### src/rtl/counter_mon_pkg.sv
// Shared types, default widths and the upstream-counter prediction helper
// for counter_overflow_monitor.
package counter_mon_pkg;

    localparam int unsigned CNT_W_DEF  = 4;
    localparam int unsigned EXT_W_DEF  = 16;
    localparam int unsigned WRAP_W_DEF = 8;
    localparam int unsigned ERR_W      = 8;
    localparam int unsigned MAX_CNT_W  = 32;

    typedef enum logic [1:0] {
        SYNC  = 2'd0,
        TRACK = 2'd1,
        FAULT = 2'd2
    } mon_state_t;

    typedef struct packed {
        logic [MAX_CNT_W-1:0] cnt;
        logic                 ovf;
    } expect_t;

    // Predicts the next upstream value and overflow flag for a cnt_w-bit counter.
    function automatic expect_t next_expected(input logic [MAX_CNT_W-1:0] prev,
                                              input logic                 en,
                                              input int unsigned          cnt_w);
        logic [MAX_CNT_W:0]   span_s;
        logic [MAX_CNT_W-1:0] mask_s;
        expect_t              res_s;
        span_s    = ({{MAX_CNT_W{1'b0}}, 1'b1} << cnt_w) - {{MAX_CNT_W{1'b0}}, 1'b1};
        mask_s    = span_s[MAX_CNT_W-1:0];
        res_s.cnt = en ? ((prev + {{(MAX_CNT_W-1){1'b0}}, 1'b1}) & mask_s) : (prev & mask_s);
        res_s.ovf = en && ((prev & mask_s) == mask_s);
        return res_s;
    endfunction

endpackage

### src/rtl/counter_overflow_monitor_sat_counter.sv
// Saturating up-counter with synchronous clear; holds at all-ones.
module sat_counter #(
    parameter int unsigned W = 8
) (
    input  logic         clk,
    input  logic         reset,
    input  logic         inc,
    input  logic         clear,
    output logic [W-1:0] count
);

    // Count register: clear beats increment, increment stops at all-ones.
    always_ff @(posedge clk or posedge reset) begin
        if (reset) begin
            count <= {W{1'b0}};
        end else if (clear) begin
            count <= {W{1'b0}};
        end else if (inc && (count != {W{1'b1}})) begin
            count <= count + {{(W-1){1'b0}}, 1'b1};
        end
    end

endmodule

### src/rtl/counter_overflow_monitor.sv
// Protocol monitor for an enable-gated up-counter; rebuilds a wide count.
// MON_ERR_COUNT_EN adds err_count_out and makes faults self-resyncing.
module counter_overflow_monitor
    import counter_mon_pkg::*;
#(
    parameter int unsigned CNT_W  = CNT_W_DEF,
    parameter int unsigned EXT_W  = EXT_W_DEF,
    parameter int unsigned WRAP_W = WRAP_W_DEF
) (
    input  logic              clk,
    input  logic              reset,
    input  logic              enable_in,
    input  logic [CNT_W-1:0]  counter_in,
    input  logic              overflow_in,
    input  logic              clear_in,
    output logic [EXT_W-1:0]  ext_count_out,
    output logic [WRAP_W-1:0] wraps_out,
    output logic              mismatch_out,
    output logic              fault_out,
`ifdef MON_ERR_COUNT_EN
    output logic [ERR_W-1:0]  err_count_out,
`endif
    output logic [1:0]        state_out
);

    mon_state_t       state_r;
    logic [CNT_W-1:0] prev_cnt_r;
    logic             en_q_r;

    expect_t          exp_s;
    logic             match_s;
    logic             track_s;
    logic             bad_s;
    logic             wrap_inc_s;

    // Compare the live sample against what the previous sample predicts.
    always_comb begin
        exp_s      = next_expected(MAX_CNT_W'(prev_cnt_r), en_q_r, CNT_W);
        match_s    = (MAX_CNT_W'(counter_in) == exp_s.cnt) && (overflow_in == exp_s.ovf);
        track_s    = (state_r == TRACK) && !clear_in;
        bad_s      = track_s && !match_s;
        wrap_inc_s = track_s && match_s && exp_s.ovf;
    end

    // Tracking FSM with its registered outputs; a clear always wins over a violation.
    always_ff @(posedge clk or posedge reset) begin
        if (reset) begin
            state_r       <= SYNC;
            prev_cnt_r    <= {CNT_W{1'b0}};
            en_q_r        <= 1'b0;
            ext_count_out <= {EXT_W{1'b0}};
            mismatch_out  <= 1'b0;
            fault_out     <= 1'b0;
        end else begin
            prev_cnt_r   <= counter_in;
            en_q_r       <= enable_in;
            mismatch_out <= 1'b0;
            case (state_r)
                SYNC: begin
                    ext_count_out <= {{(EXT_W-CNT_W){1'b0}}, counter_in};
                    state_r       <= TRACK;
                end
                TRACK: begin
                    if (clear_in) begin
                        state_r <= SYNC;
                    end else if (match_s) begin
                        if (en_q_r) begin
                            ext_count_out <= ext_count_out + {{(EXT_W-1){1'b0}}, 1'b1};
                        end
                    end else begin
                        mismatch_out <= 1'b1;
                        fault_out    <= 1'b1;
`ifdef MON_ERR_COUNT_EN
                        state_r      <= SYNC;
`else
                        state_r      <= FAULT;
`endif
                    end
                end
                FAULT: begin
                    if (clear_in) begin
                        state_r   <= SYNC;
                        fault_out <= 1'b0;
                    end else begin
                        fault_out <= 1'b1;
                    end
                end
                default: begin
                    state_r <= SYNC;
                end
            endcase
`ifdef MON_ERR_COUNT_EN
            // Error history stays latched across resyncs until explicitly cleared.
            if (clear_in) begin
                fault_out <= 1'b0;
            end
`endif
        end
    end

    assign state_out = state_r;

    sat_counter #(.W(WRAP_W)) u_wraps (
        .clk   (clk),
        .reset (reset),
        .inc   (wrap_inc_s),
        .clear (1'b0),
        .count (wraps_out)
    );

`ifdef MON_ERR_COUNT_EN
    sat_counter #(.W(ERR_W)) u_errs (
        .clk   (clk),
        .reset (reset),
        .inc   (bad_s),
        .clear (1'b0),
        .count (err_count_out)
    );
`else
    logic unused_bad_s;
    assign unused_bad_s = bad_s;
`endif

endmodule

### config.mk
export PLATFORM = sky130hd
export DESIGN_NAME = counter_overflow_monitor
export DESIGN_NICKNAME = d
export VERILOG_FILES = /design/src/rtl/counter_mon_pkg.sv /design/src/rtl/counter_overflow_monitor_sat_counter.sv /design/src/rtl/counter_overflow_monitor.sv
export SDC_FILE = /design/constraint.sdc
export NUM_CORES = 1
export LEC_CHECK = 0
export ABC_AREA = 0
export CAP_MARGIN = 30
export CELL_PAD_IN_SITES_DETAIL_PLACEMENT = 1
export CELL_PAD_IN_SITES_GLOBAL_PLACEMENT = 2
export CORE_MARGIN = 2
export CORE_UTILIZATION = 32
export DETAILED_ROUTE_END_ITERATION = 8
export GPL_ROUTABILITY_DRIVEN = 0
export PLACE_DENSITY = 0.76
export SLEW_MARGIN = 40
export SYNTH_ARGS = -nofsm -noshare
export SYNTH_HDL_FRONTEND = slang
export SYNTH_HIERARCHICAL = 1
export SYNTH_SLANG_ARGS = --single-unit
### constraint.sdc
create_clock -name clk -period 3.44 [get_ports clk]
set_input_delay 0.516 -clock clk [delete_from_list [all_inputs] [get_ports clk]]
set_output_delay 0.516 -clock clk [all_outputs]
set_load 0.005 [all_outputs]
==> summary.md, run 1 <==
| Metric | Value |
|---|---|
| Status | `finished clean` |
| Combinational power share | `0.286` |
| HPWL Detailed | `between 3000 and 4000 um` |
| First-pass GRT wire length | `8440 um` |
| CP max FO | `4` |
| Predominant post-synthesis flop cell | `dfrtp_1` |
| Switching pwr | `394 uW` |
| Setup_tns | `0 ns` |
| Storage cell area | `826 sq um` |
| Critical Path Source Type | `input pin` |
| Filler cell count | `657` |
| PD cells | `481 nW/um^2` |
| Post-Syn Nets | `208` |
| Initial antenna violation count | `0` |
| Gr usage total | `0.168` |
| WL per Instance | `around 15 um` |
| Multi-input gate area | `1010 sq um` |
| Worst clock skew | `0.00589 ns` |
| H-tree Lvls | `2` |
| Setup bufs post-CTS | `0` |
| Full die area | `about 6600 sq um` |
| Hold crit path type | `input pin to async pin` |
| Layout cells sized above 1 | `0.110` |
| Yosys reg bits | `33` |
| Initial Util | `0.326` |
| Vias in the first global route | `1703` |
| Clock buffer depth | `2` |
| Post-synth ARST share | `1.00` |
| Post-Synthesis Cells | `196` |
| Max VDD drop | `0.302 mV` |
| Vias | `1638` |
| Slew Limit Fails | `0` |
| Fmax | `336 MHz` |
| Largest area contributor in the netlist | `dfrtp_1` |
| Req. time, crit path | `3.61 ns` |
| Commonest cells post-synth | `dfrtp_1 (33), a21oi_1 (18), nand2_1 (18), or3_1 (12), o21ai_1 (11)` |
| Clock Latency Late Sink | `~0.29 ns` |
| Crit Path Category | `input pin to register` |
| Final-stage net count | `248` |
| Worst-path clk slew | `0.07 ns` |
| RSZ-0062 raised after global routing | `no` |
| Synth top area share | `0.433` |
| Num ports | `37` |
| Arr. time, crit path | `3.15 ns` |
| Yosys cell types | `45` |
| I/O Buffers | `36` |
| Sequential share of power | `0.436` |
| Die Y | `81.2 um` |
| Lkg Pwr | `1.01 nW` |
| Core ar. | `around 5900 sq um` |
| Crit share post-route | `0.864` |
| Synth Cell Area | `roughly 1900 sq um` |
| Yosys warns | `6` |
| Synth Area per Inst | `just under 10 sq um` |
| CP endpoint kind | `register` |
| Final wirelength | `between 4000 and 5000 um` |
| Largest net degree at the start of global routing | `26` |
| Final Non-Filler Cells | `312` |
| Number of cell rows | `28` |
| Synthesis-to-finish area growth | `27.9%` |
| Number of synthesized flops with an enable pin | `0` |
| CTS tree | `done` |
| Starting DRC count in detailed routing | `between 70 and 80` |
| Hold buffers post-CTS | `0` |
| 1st-pass router iterations | `4` |
| Tmin final | `2.97 ns` |
| # setup viols final | `0` |
| Most frequent cell after synthesis | `dfrtp_1` |
| Least-Margin Pin Slew | `between 0.5 and 0.6 ns` |
| Clock share of power | `0.277` |
| Vias per inst | `5.25` |
| TritonCTS buffer count | `5` |
| CTS-repair resized insts | `0` |
| Clock sinks | `33` |
| Post-DRT Antenna Nets | `0` |
| Max_cap viols | `0` |
| Sw Ratio | `0.336` |
| ANT cells | `0` |
| Die extent in x | `81.2 um` |
| Final Hold Viols | `0` |
| Grt ovf | `0` |
| Buffer type at the clock tree root | `clkbuf_8` |
| Cells after DPL | `304` |
| Sequential cell area fraction in the yosys report | `0.433` |
| Relative slew slack | `0.632` |
| Internal power | `779 uW` |
| DRC errors left | `0` |
| Synth top area cells | `dfrtp_1 (43%), a21oi_1 (4.7%), or3_1 (3.9%)` |
flip-flops by register name, indices dropped and copies added (netlist names):
name           count
prev_cnt_r         4
en_q_r             1
u_wraps/count      8
state_out          2
ext_count_out     16
mismatch_out       1
fault_out          1
power groups by stage:
| stage | Combinational (mW) | Clock [mW] | Sequential [mW] |
|---|---|---|---|
| 2_1_floorplan | 0.196 | 0 | 0.491 |
| 3_3_place_gp | 0.334 | 0 | 0.521 |
| 3_5_place_dp | 0.341 | 0 | 0.518 |
| 4_1_cts | 0.344 | 0.346 | 0.513 |
| 5_1_grt | 0.385 | 0.367 | 0.525 |
| 6_report | 0.336 | 0.326 | 0.512 |
cell families after synthesis:
kind of cell / Yosys count / share of synthesized area
other: 1 / 0.00197
XOR/XNOR: 7 / 0.0321
multiplexers: 7 / 0.0538
adder cells (fa/ha/maj): 3 / 0.0197
AND/OR/NAND/NOR: 83 / 0.256
AO/OA/AOI/OAI: 48 / 0.164
flip-flops: 33 / 0.433
buffers and inverters: 14 / 0.0393
final timing paths:
| path | from | endpoint | slack [ns] | cells after the start |
|---|---|---|---|---|
| worst max-delay path | counter_in[0] | u_wraps/count[5]$_DFFE_PP0P_ | 0.47 | 9 |
| worst min-delay path | reset | u_wraps/count[4]$_DFFE_PP0P_ | 0.54 | 2 |
| worst max register to register | prev_cnt_r[0]$_DFF_PP0_ | u_wraps/count[5]$_DFFE_PP0P_ | 0.56 | 9 |
| worst min register to register | state_out[1]$_DFFE_PP0P_ | state_out[0]$_DFFE_PP0P_ | 0.56 | 1 |
| max in group asynchronous | reset | state_out[1]$_DFFE_PP0P_ | 2.44 | 2 |
| min in group clk | state_out[1]$_DFFE_PP0P_ | state_out[0]$_DFFE_PP0P_ | 0.56 | 1 |
through the flow:
step | hold slack [ns] | worst slack, ns | utilization | instance area (sq um) | power [mW]
6_report | 0.540 | 0.467 | 0.417 | 2440 | 1.17
3_3_place_gp | 0.547 | 0.220 | 0.400 | 2340 | 0.855
4_1_cts | 0.539 | 0.434 | 0.417 | 2440 | 1.20
5_1_grt | 0.551 | 0.332 | 0.417 | 2440 | 1.28
2_1_floorplan | 0.332 | 0.592 | - | 1910 | 0.687
3_5_place_dp | 0.558 | 0.137 | 0.400 | 2340 | 0.860
area by class of cell:
class | instances | share of cell area
timing repair buffer | 39 | 0.157
clock buffer | 7 | 0.0395
tap | 75 | 0.0384
inverter | 8 | 0.0123
clock inverter | 1 | 0.00205
sequential | 33 | 0.338
multi-input combinational | 149 | 0.413
worst max-delay path, stage by stage:
cell and delay (ns):
clkdlybuf4s50_1 0.45, xnor2_1 0.23, mux4_2 0.59, nor2_8 0.11, nand2_1 0.09, nor3_1 0.31, nand4_1 0.25, a211oi_2 0.29
mux2_4 0.31
layout by cell type (no fill, tap or decap), drive strengths merged, types with 2 or more instances in the layout:
cell,synthesis,routed
clkbuf,3,7
nand2b,3,3
inv,8,8
dfrtp,33,33
a31oi,4,4
clkdlybuf4s50,0,36
and2,3,3
and4,3,3
buf,3,3
mux2,4,4
nor2b,5,5
a21oi,20,20
xor2,3,3
nor3,2,2
or3,12,12
o22ai,4,4
nor2,10,10
and3,4,4
nand2,19,19
ha,3,3
nand3,10,10
xnor2,4,4
mux2i,2,2
nand4,8,8
o21ai,11,11
per-layer routing:
| metal | wire length, um | track usage | vias to the layer above |
|---|---|---|---|
| li1 | - | - | 792 |
| met1 | 2350 | 0.235 | 813 |
| met2 | 2250 | 0.260 | 27 |
| met3 | 121 | 0.0367 | 6 |
| met4 | 63 | 0.0508 | 0 |
| met5 | 0 | 0 | - |
Note: power is estimated with default switching activity, not from simulation.
==> run 2, diff against run 1 <==
--- a/config.mk
+++ b/config.mk
@@ -14,6 +14,7 @@
 export DETAILED_ROUTE_END_ITERATION = 8
 export GPL_ROUTABILITY_DRIVEN = 0
 export PLACE_DENSITY = 0.76
+export REMOVE_ABC_BUFFERS = 1
 export SLEW_MARGIN = 40
 export SYNTH_ARGS = -nofsm -noshare
 export SYNTH_HDL_FRONTEND = slang
==> run 2 against run 1 <==
Clock skew down 0.0012 ns. Global-route usage down 0.66 points. First-iteration DRC count down 23%. Sequential share of layout area up 0.21 points. Sequential cell count unchanged. Critical endpoint unchanged. Utilization down 0.26 points. Critical path type unchanged. Highest routed layer unchanged. Register-to-register slack about the same. Routed wire length up 1.2%. Clock-buffer cell count unchanged. Clock power down 9.5%.
==> summary.md, run 2 (synthesis results as in run 1) <==
| Metric | Value |
|---|---|
| Gr usage total | `0.161` |
| Total power | `~1.2 mW` |
| Setup_tns | `0 ns` |
| Reg2Reg Capture Point | `u_wraps/count[5]$_DFFE_PP0P_` |
| Relative slew slack | `0.611` |
| Clock sinks | `33` |
| First-pass GRT wire length | `8180 um` |
| Max_cap viols | `0` |
| Largest registers | `ext_count_out x16, u_wraps/count x8, prev_cnt_r x4` |
| Worst hold margin | `0.540 ns` |
| Final Non-Filler Cells | `311` |
| Flop2flop setup slack | `0.56 ns` |
| Fmax | `335 MHz` |
| Die Y | `81.2 um` |
| DP Worst Slack | `0.139 ns` |
| Req. time, crit path | `about 3.6 ns` |
| Grt ovf | `0` |
| Full die area | `6600 sq um` |
| Synthesis-to-finish area growth | `27.1%` |
| Setup bufs post-CTS | `0` |
| DRC errors left | `0` |
| ANT cells | `0` |
| Switching pwr | `393 uW` |
| Clock Latency Late Sink | `0.28 ns` |
| Internal power | `757 uW` |
| Worst clock skew | `0.00471 ns` |
| Arr. time, crit path | `around 3.1 ns` |
| RSZ-0062 raised after global routing | `no` |
| Commonest non-fill, non-tap cell in the layout | `clkdlybuf4s50_1` |
| Top reg by flops | `ext_count_out` |
| Critical path buffer and inverter count | `1` |
| Status | `finished clean` |
| Core Util, Final | `0.415` |
| Cell family with most CP delay | `multiplexers` |
| TritonCTS buffer count | `5` |
| Tmin final | `2.98 ns` |
| Hold crit path type | `input pin to async pin` |
| Critical Path Source Type | `input pin` |
| Slew Limit Fails | `0` |
| Vias | `1634` |
| Crit Path Category | `input pin to register` |
| Routed wl met2 | `2280 um` |
| Slowest CP cell | `mux4_2` |
| R2R depth | `9` |
| Post-DRT Antenna Nets | `0` |
| Post-route design area | `2430 sq um` |
| Crit share post-route | `0.867` |
| Num ports | `37` |
| Worst-path clk slew | `0.07 ns` |
| Placed cell area | `2340 sq um` |
| CP endpoint kind | `register` |
| CTS tree | `done` |
| Clock share of power | `0.257` |
| Initial antenna violation count | `0` |
| Max reg flops | `16` |
| Sw Ratio | `0.342` |
| I/O Buffers | `36` |
| Final-stage net count | `248` |
| DR top layer | `met4` |
| Crit-path cells | `clkdlybuf4s50_1 -> xnor2_1 -> mux4_2 -> nor2_8 -> nand2_1 -> nor3_1 -> nand4_1 -> a211oi_2 -> mux2_4` |
| Die extent in x | `81.2 um` |
| HPWL Detailed | `about 3500 um` |
| Least-Margin Pin Slew | `0.583 ns` |
| Hold buffers post-CTS | `0` |
| Final worst slack | `0.459 ns` |
| Lkg Pwr | `0.995 nW` |
| Vias per inst | `5.25` |
| PD cells | `474 nW/um^2` |
| Layout cells sized above 1 | `0.102` |
| Final Hold Viols | `0` |
| Core ar. | `5850 sq um` |
| Clock buffer depth | `2` |
| Cells after DPL | `304` |
| Vias in the first global route | `1691` |
| Buffer type at the clock tree root | `clkbuf_8` |
| Commonest cells after routing, fill and taps aside | `clkdlybuf4s50_1 (36), dfrtp_1 (33), a21oi_1 (18), nand2_1 (18), or3_1 (12)` |
| Final wirelength | `4850 um` |
| Combinational power share | `0.294` |
| Starting DRC count in detailed routing | `59` |
| CTS-repair resized insts | `0` |
| WL per Instance | `15.6 um` |
| WL met1 | `2400 um` |
| R2R Path Start | `prev_cnt_r[0]$_DFF_PP0_` |
| CP max FO | `4` |
| 1st-pass router iterations | `4` |
| # setup viols final | `0` |
| Initial Util | `0.326` |
| Number of cell rows | `28` |
| H-tree Lvls | `2` |
| Sequential share of power | `0.449` |
| Detail Route met3 WL | `125 um` |
| Crit path depth | `9` |
| Max VDD drop | `between 0.4 and 0.5 mV` |
| Largest net degree at the start of global routing | `26` |
| Critical path's largest stage delay | `0.59 ns` |
## run 2: changes by cell type in the layout (fill, tap and decap cells not counted), sizes merged
| cell | change |
|---|---|
| clkinv | -1 |
## run 2: worst max-delay path by stage
stage / start / to / slack, ns
6_report: counter_in[0] / u_wraps/count[5]$_DFFE_PP0P_ / 0.46
5_1_grt: counter_in[0] / u_wraps/count[5]$_DFFE_PP0P_ / 0.24
4_1_cts: counter_in[0] / u_wraps/count[5]$_DFFE_PP0P_ / 0.42
3_5_place_dp: counter_in[0] / u_wraps/count[5]$_DFFE_PP0P_ / 0.14
3_3_place_gp: counter_in[0] / u_wraps/count[5]$_DFFE_PP0P_ / 0.20
2_1_floorplan: prev_cnt_r[0]$_DFF_PP0_ / u_wraps/count[5]$_DFFE_PP0P_ / 0.59
## run 2: cell type report
class,instances,area (sq um)
fill,684,3420
clock buffer,7,86.3
sequential,33,826
tap,75,93.8
multi-input combinational,149,1010
inverter,8,30.0
timing repair buffer,39,383
## run 2: power by group through the flow
stage               Clock [mW]  Sequential [mW]  Combinational, mW
finish                   0.295            0.517              0.338
global route             0.323            0.528              0.381
CTS                      0.306            0.517              0.343
detailed placement           0            0.522              0.341
global placement             0            0.520              0.338
floorplan                    0            0.501              0.177
## run 2: routing by layer
metal  global-route usage  up-vias
met5                    0        -
met4               0.0356        0
li1                     -      791
met3               0.0333        5
met2                0.266       26
met1                0.217      812
